$ cat src/rtl/pipeline_hazard_ctrl.sv
// Hazard and sequencing controller for a 4-stage pipeline: load-use stalls, taken-branch
// redirect/flush, ALU operand forwarding selects and saturating debug event counters.
module pipeline_hazard_ctrl #(
  parameter int unsigned ASIZE        = 5,
  parameter int unsigned CNT_W        = 16,
  parameter int unsigned FLUSH_CYCLES = 2
) (
  input  logic             clk,
  input  logic             rst,
  input  logic [ASIZE-1:0] rs_ID,
  input  logic [ASIZE-1:0] rt_ID,
  input  logic             uses_rt_ID,
  input  logic [ASIZE-1:0] waddr_EX,
  input  logic             wen_EX,
  input  logic             memread_EX,
  input  logic [ASIZE-1:0] waddr_MEM,
  input  logic             wen_MEM,
  input  logic             memread_MEM,
  input  logic [ASIZE-1:0] waddr_WB,
  input  logic             wen_WB,
  input  logic [ASIZE-1:0] rs_EX,
  input  logic [ASIZE-1:0] rt_EX,
  input  logic             branch_taken_EX,
  output logic             pc_hold,
  output logic             ifid_hold,
  output logic             idex_bubble,
  output logic             pc_redirect,
  output logic             flush_id,
  output logic [1:0]       fwd_a,
  output logic [1:0]       fwd_b,
  output logic [CNT_W-1:0] stall_cnt,
  output logic [CNT_W-1:0] flush_cnt,
  output logic             busy
);

  typedef enum logic [1:0] {
    StRun,
    StStall,
    StFlush
  } state_e;

  localparam logic [1:0] FlushInit = 2'(FLUSH_CYCLES - 1);

  state_e           state_q, state_d;
  logic [1:0]       flush_rem_q, flush_rem_d;
  logic [CNT_W-1:0] stall_cnt_q, flush_cnt_q;
  logic             stall_inc, flush_inc;
  logic             haz_ex, haz_mem;
  logic             pc_hold_c, ifid_hold_c, idex_bubble_c, pc_redirect_c, flush_id_c;
  logic [1:0]       fwd_a_c, fwd_b_c;

  // A load's data is only forwardable from WB, so a load in EX or MEM that feeds ID must stall.
  assign haz_ex = memread_EX & wen_EX & (waddr_EX != '0) &
                  ((waddr_EX == rs_ID) | (uses_rt_ID & (waddr_EX == rt_ID)));
  assign haz_mem = memread_MEM & wen_MEM & (waddr_MEM != '0) &
                   ((waddr_MEM == rs_ID) | (uses_rt_ID & (waddr_MEM == rt_ID)));

  always_comb begin
    state_d       = state_q;
    flush_rem_d   = flush_rem_q;
    pc_hold_c     = 1'b0;
    ifid_hold_c   = 1'b0;
    idex_bubble_c = 1'b0;
    pc_redirect_c = 1'b0;
    flush_id_c    = 1'b0;
    stall_inc     = 1'b0;
    flush_inc     = 1'b0;
    unique case (state_q)
      StRun, StStall: begin
        if (branch_taken_EX) begin
          pc_redirect_c = 1'b1;
          flush_id_c    = 1'b1;
          idex_bubble_c = 1'b1;
          flush_inc     = 1'b1;
          flush_rem_d   = FlushInit;
          state_d       = (FLUSH_CYCLES > 1) ? StFlush : StRun;
        end else if (haz_ex || haz_mem) begin
          pc_hold_c     = 1'b1;
          ifid_hold_c   = 1'b1;
          idex_bubble_c = 1'b1;
          stall_inc     = 1'b1;
          state_d       = StStall;
        end else begin
          state_d = StRun;
        end
      end
      StFlush: begin
        // Only bubbles reach EX here, so hazards and branches are ignored.
        flush_id_c    = 1'b1;
        idex_bubble_c = 1'b1;
        flush_rem_d   = flush_rem_q - 2'd1;
        if (flush_rem_q <= 2'd1) begin
          flush_rem_d = '0;
          state_d     = StRun;
        end
      end
      default: begin
        state_d     = StRun;
        flush_rem_d = '0;
      end
    endcase
  end

  always_ff @(posedge clk or posedge rst) begin
    if (rst) begin
      state_q     <= StRun;
      flush_rem_q <= '0;
      stall_cnt_q <= '0;
      flush_cnt_q <= '0;
    end else begin
      state_q     <= state_d;
      flush_rem_q <= flush_rem_d;
      if (stall_inc && !(&stall_cnt_q)) begin
        stall_cnt_q <= stall_cnt_q + 1'b1;
      end
      if (flush_inc && !(&flush_cnt_q)) begin
        flush_cnt_q <= flush_cnt_q + 1'b1;
      end
    end
  end

  // Forwarding: EX/MEM wins over WB; a load in EX/MEM has no result yet.
  always_comb begin
    fwd_a_c = 2'b00;
    fwd_b_c = 2'b00;
    if (wen_MEM && !memread_MEM && (waddr_MEM != '0) && (waddr_MEM == rs_EX)) begin
      fwd_a_c = 2'b01;
    end else if (wen_WB && (waddr_WB != '0) && (waddr_WB == rs_EX)) begin
      fwd_a_c = 2'b10;
    end
    if (wen_MEM && !memread_MEM && (waddr_MEM != '0) && (waddr_MEM == rt_EX)) begin
      fwd_b_c = 2'b01;
    end else if (wen_WB && (waddr_WB != '0) && (waddr_WB == rt_EX)) begin
      fwd_b_c = 2'b10;
    end
  end

  // All outputs are forced low while reset is asserted, including the combinational ones.
  assign pc_hold     = pc_hold_c & ~rst;
  assign ifid_hold   = ifid_hold_c & ~rst;
  assign idex_bubble = idex_bubble_c & ~rst;
  assign pc_redirect = pc_redirect_c & ~rst;
  assign flush_id    = flush_id_c & ~rst;
  assign fwd_a       = rst ? 2'b00 : fwd_a_c;
  assign fwd_b       = rst ? 2'b00 : fwd_b_c;
  assign stall_cnt   = rst ? '0 : stall_cnt_q;
  assign flush_cnt   = rst ? '0 : flush_cnt_q;
  assign busy        = ~rst & (state_q != StRun);

endmodule

$ cat config.mk
export PLATFORM = sky130hd
export DESIGN_NAME = pipeline_hazard_ctrl
export DESIGN_NICKNAME = d
export VERILOG_FILES = /design/src/rtl/pipeline_hazard_ctrl.sv
export SDC_FILE = /design/constraint.sdc
export NUM_CORES = 1
export LEC_CHECK = 0
export ABC_AREA = 1
export CORE_MARGIN = 2
export CORE_UTILIZATION = 47
export DETAILED_ROUTE_END_ITERATION = 12
export PLACE_DENSITY = 0.79
export SLEW_MARGIN = 20
export SYNTH_ARGS = -nofsm -noshare
export SYNTH_HDL_FRONTEND = slang
export SYNTH_SLANG_ARGS = --single-unit
$ cat constraint.sdc
create_clock -name clk -period 5.8 [get_ports clk]
set_input_delay 1.16 -clock clk [delete_from_list [all_inputs] [get_ports clk]]
set_output_delay 1.16 -clock clk [all_outputs]
set_load 0.02 [all_outputs]
==> results.yml <==
clock_network:
  cts_hold_buf: 0
  path_clk_slew_ps: 70
  clock-sinks: 36
  clock_path_buffers: 2
  cts_resized: 0
  cts_setup_buffers: 0
  htree_levels: 2
  clk-insertion-delay-late_ps: 290
  numCtsBuffers: 5
  root_buffer: "clkbuf_8"
  cts_tree: "done"
timing:
  fmax_mhz: 221
  timing.final.crit_share_pct: 77.9
  setup_viol: 0
  rsz0062_at_grt: "false"
  fin_crit_ps: 4520
  final-hold-violation-count: 0
  fin_setup_tns_ps: 0
  setup_ws_ps: 1280
  worst_pin_slew_ps: 540
  maxSlewViolCount: 0
  relSlewSlack_pct: 63.7
  fin_skew_ps: 4.14
worst_setup_path:
  critical_path_required_ps: 4640
  path_buf_inv: 3
  worstPathCellList: "clkdlybuf4s50_1, inv_2, nand2_1, nand2_1, nor2_1, nand3_1, nand2_1, nand2_1, nand2_4, nand2_1, nor2_1, clkdlybuf4s50_1"
  cpMostUsedCell: "nand2_1"
  start_kind: "input pin"
  worst-setup-path-type: "input pin to primary output"
  r2r-start: "stall_cnt_q[1]"
  path_delay_family: "buffers and inverters"
  setup.worst_path.start: "waddr_MEM[1]"
  cpPeakStageDelay_ps: 620
  cpMaxStageDelayCell: "clkdlybuf4s50_1"
  crit_path_end_kind: "primary output"
  r2r_end: "stall_cnt_q[1]"
  worst-path-max-fanout: 18
  reg2regPathDepth: 8
  cp_data_arrival_time_ps: 3360
  rrSetupSlack_ps: 3960
pwr:
  peakVddDrop_v: 0.000165
  pwr-share-clk_pct: 23.6
  p_int_uw: 505
  combPwrFrac_pct: 35.9
  powerDensity_nw_per_um2: 201
  leakagePower_uw: 0.00198
  sequentialPowerShare_pct: 40.5
  switching_share_pct: 36.9
  p_sw_uw: 295
route:
  wire_per_inst_um: 12.5
  vias_per_cell: 4.95
  drt_wl_total_um: 7730
  vias: 3060
  drtAntennaViolNets: 0
  drc: 0
  drt-pass1-iter-count: 4
  drt_iter0_drc: 116
synth:
  synth_seq_cells: 36
  yosysSeqAreaShare_pct: 30.1
  netlist_instances: 459
  synthArstFlopShare_pct: 100
  syn-cell-area_um2: 2990
  synth_nets: 505
  ys_types: 34
  synth_ff_type: "dfrtp_1"
  yosysWarnings: 0
  synth.avg_cell_area_um2: 6.52
  synth-edff-count: 0
final_layout:
  n_antenna_cell: 0
  syn_to_final_growth_pct: 33.0
  final_util_pct: 63.7
  final_area_um2: 3980
  nets: 586
  fin_cells: 618
  layout-drive-gt1-share_pct: 5.73
floorplan:
  die-height_um: 83.8
  initial_core_util_pct: 47.9
  std_cell_rows: 29
  fp.dieArea_um2: 7020
  die_w_um: 83.8
  core_um2: 6240
  io_pins: 86
worst_hold_path:
  hold_path.class: "register to register"
  min_from: "flush_rem_q[0]"
  hold-path-endpoint: "flush_rem_q[0]"
  whs_path_depth: 1
global_route:
  grt_max_degree: 38
  gr-total-overflow: 0
  antenna_found_initial: 0
  grt_use_total_pct: 22.6
  grt_pass1_wl_um: 13100
  grt_pass1_vias: 2965
place:
  dp_worst_setup_slack_ps: 1260
  dp.final_hpwl_um: 5910
  gp_congestion: 0.867
  dp.cells: 610
  placed_area_um2: 3880
  io_buffers: 85
outcome:
  status: "completed"
flow_run:
  cap_viol_max_count: 0
==> cells in the final DEF, fill, tap and decap left out, drive strengths merged, types with 7 or more instances in the layout <==
master / n
nor3: 15
clkdlybuf4s50: 85
nand4: 22
o21ai: 8
clkbuf: 7
dfrtp: 36
nand3: 30
nor2: 68
xor2: 36
inv: 71
xnor2: 8
nand2: 135
==> power groups by stage <==
stage / clock network, µW / logic (µW) / registers (µW)
finish: 189 / 287 / 324
global route: 201 / 319 / 328
CTS: 194 / 290 / 323
detailed placement: 0 / 288 / 328
global placement: 0 / 278 / 326
floorplan: 0 / 177 / 318
==> stage by stage <==
stage               total power [µW]  hold slack, ps
finish                           801             499
global route                     849             516
CTS                              806             497
detailed placement               615             482
global placement                 604             481
floorplan                        495             453
==> per-layer routing <==
metal	wire length, µm	track usage [%]	vias to the layer above
li1	-	-	1584
met1	3430	28.5	1392
met2	3890	39.9	78
met3	330	3.56	6
met4	78	6.74	0
met5	0	0	-
==> state kept, by name, indices dropped and copies added, names as in the netlist <==
register and flops:
flush_rem_q 2, stall_cnt_q 16, state_q 2, flush_cnt_q 16
==> area by class of cell <==
type | count | area [µm²]
Clock buffer | 7 | 86.3
Clock inverter | 1 | 7.51
Fill cell | 564 | 2260
Inverter | 71 | 267
Multi-Input combinational cell | 338 | 1750
Sequential cell | 36 | 901
Tap cell | 77 | 96.3
Timing Repair Buffer | 88 | 873
==> worst max-delay path by stage <==
stage	to	slack [ps]	cells past startpoint
after floorplan	fwd_a[1]	1750	6
after global placement	ifid_hold	1260	12
after detailed placement	idex_bubble	1260	7
after CTS	idex_bubble	1260	7
after global routing	pc_hold	1050	12
final	pc_hold	1280	12
==> cells in the mapped netlist, types with 2 or more instances <==
master    instances  area (µm²)
clkbuf_1          4        15.0
nand3_1          26         130
buf_2             5        25.0
xor2_1           36         315
nor2_1           67         251
xnor2_1           8        70.1
nor3_1           13        65.1
o21ai_1           3        15.0
and2_1            2        12.5
or2_2             2        12.5
nand3_2           3        30.0
nand2_4           2        22.5
o21ai_0           5        25.0
nand4_1          22         138
nand2_1         132         495
inv_2             8        30.0
nor4_1            3        18.8
buf_6             2        22.5
inv_1            63         236
buf_1             2        7.51
nand3b_1          2        15.0
ha_1              2        25.0
dfrtp_1          36         901
==> logic make-up after synthesis <==
kind of cell | synth area share (%)
and+or+nand+nor | 42.4
buffers and inverters | 11.5
xor gates and xnor gates | 12.9
DFF | 30.1
AOI/OAI and AO/OA | 2.30
adders and majority gates | 0.836
==> worst reg2reg max path: stages, from the launching register on <==
cell and delay [ps]:
dfrtp_1 410, ha_1 220, nand3_2 120, nor2_2 140
nand3_1 130, nand3b_4 320, nand3_4 280, nand2_1 90
nand2_1 70
No activity file was read; power rests on OpenSTA's default activity.
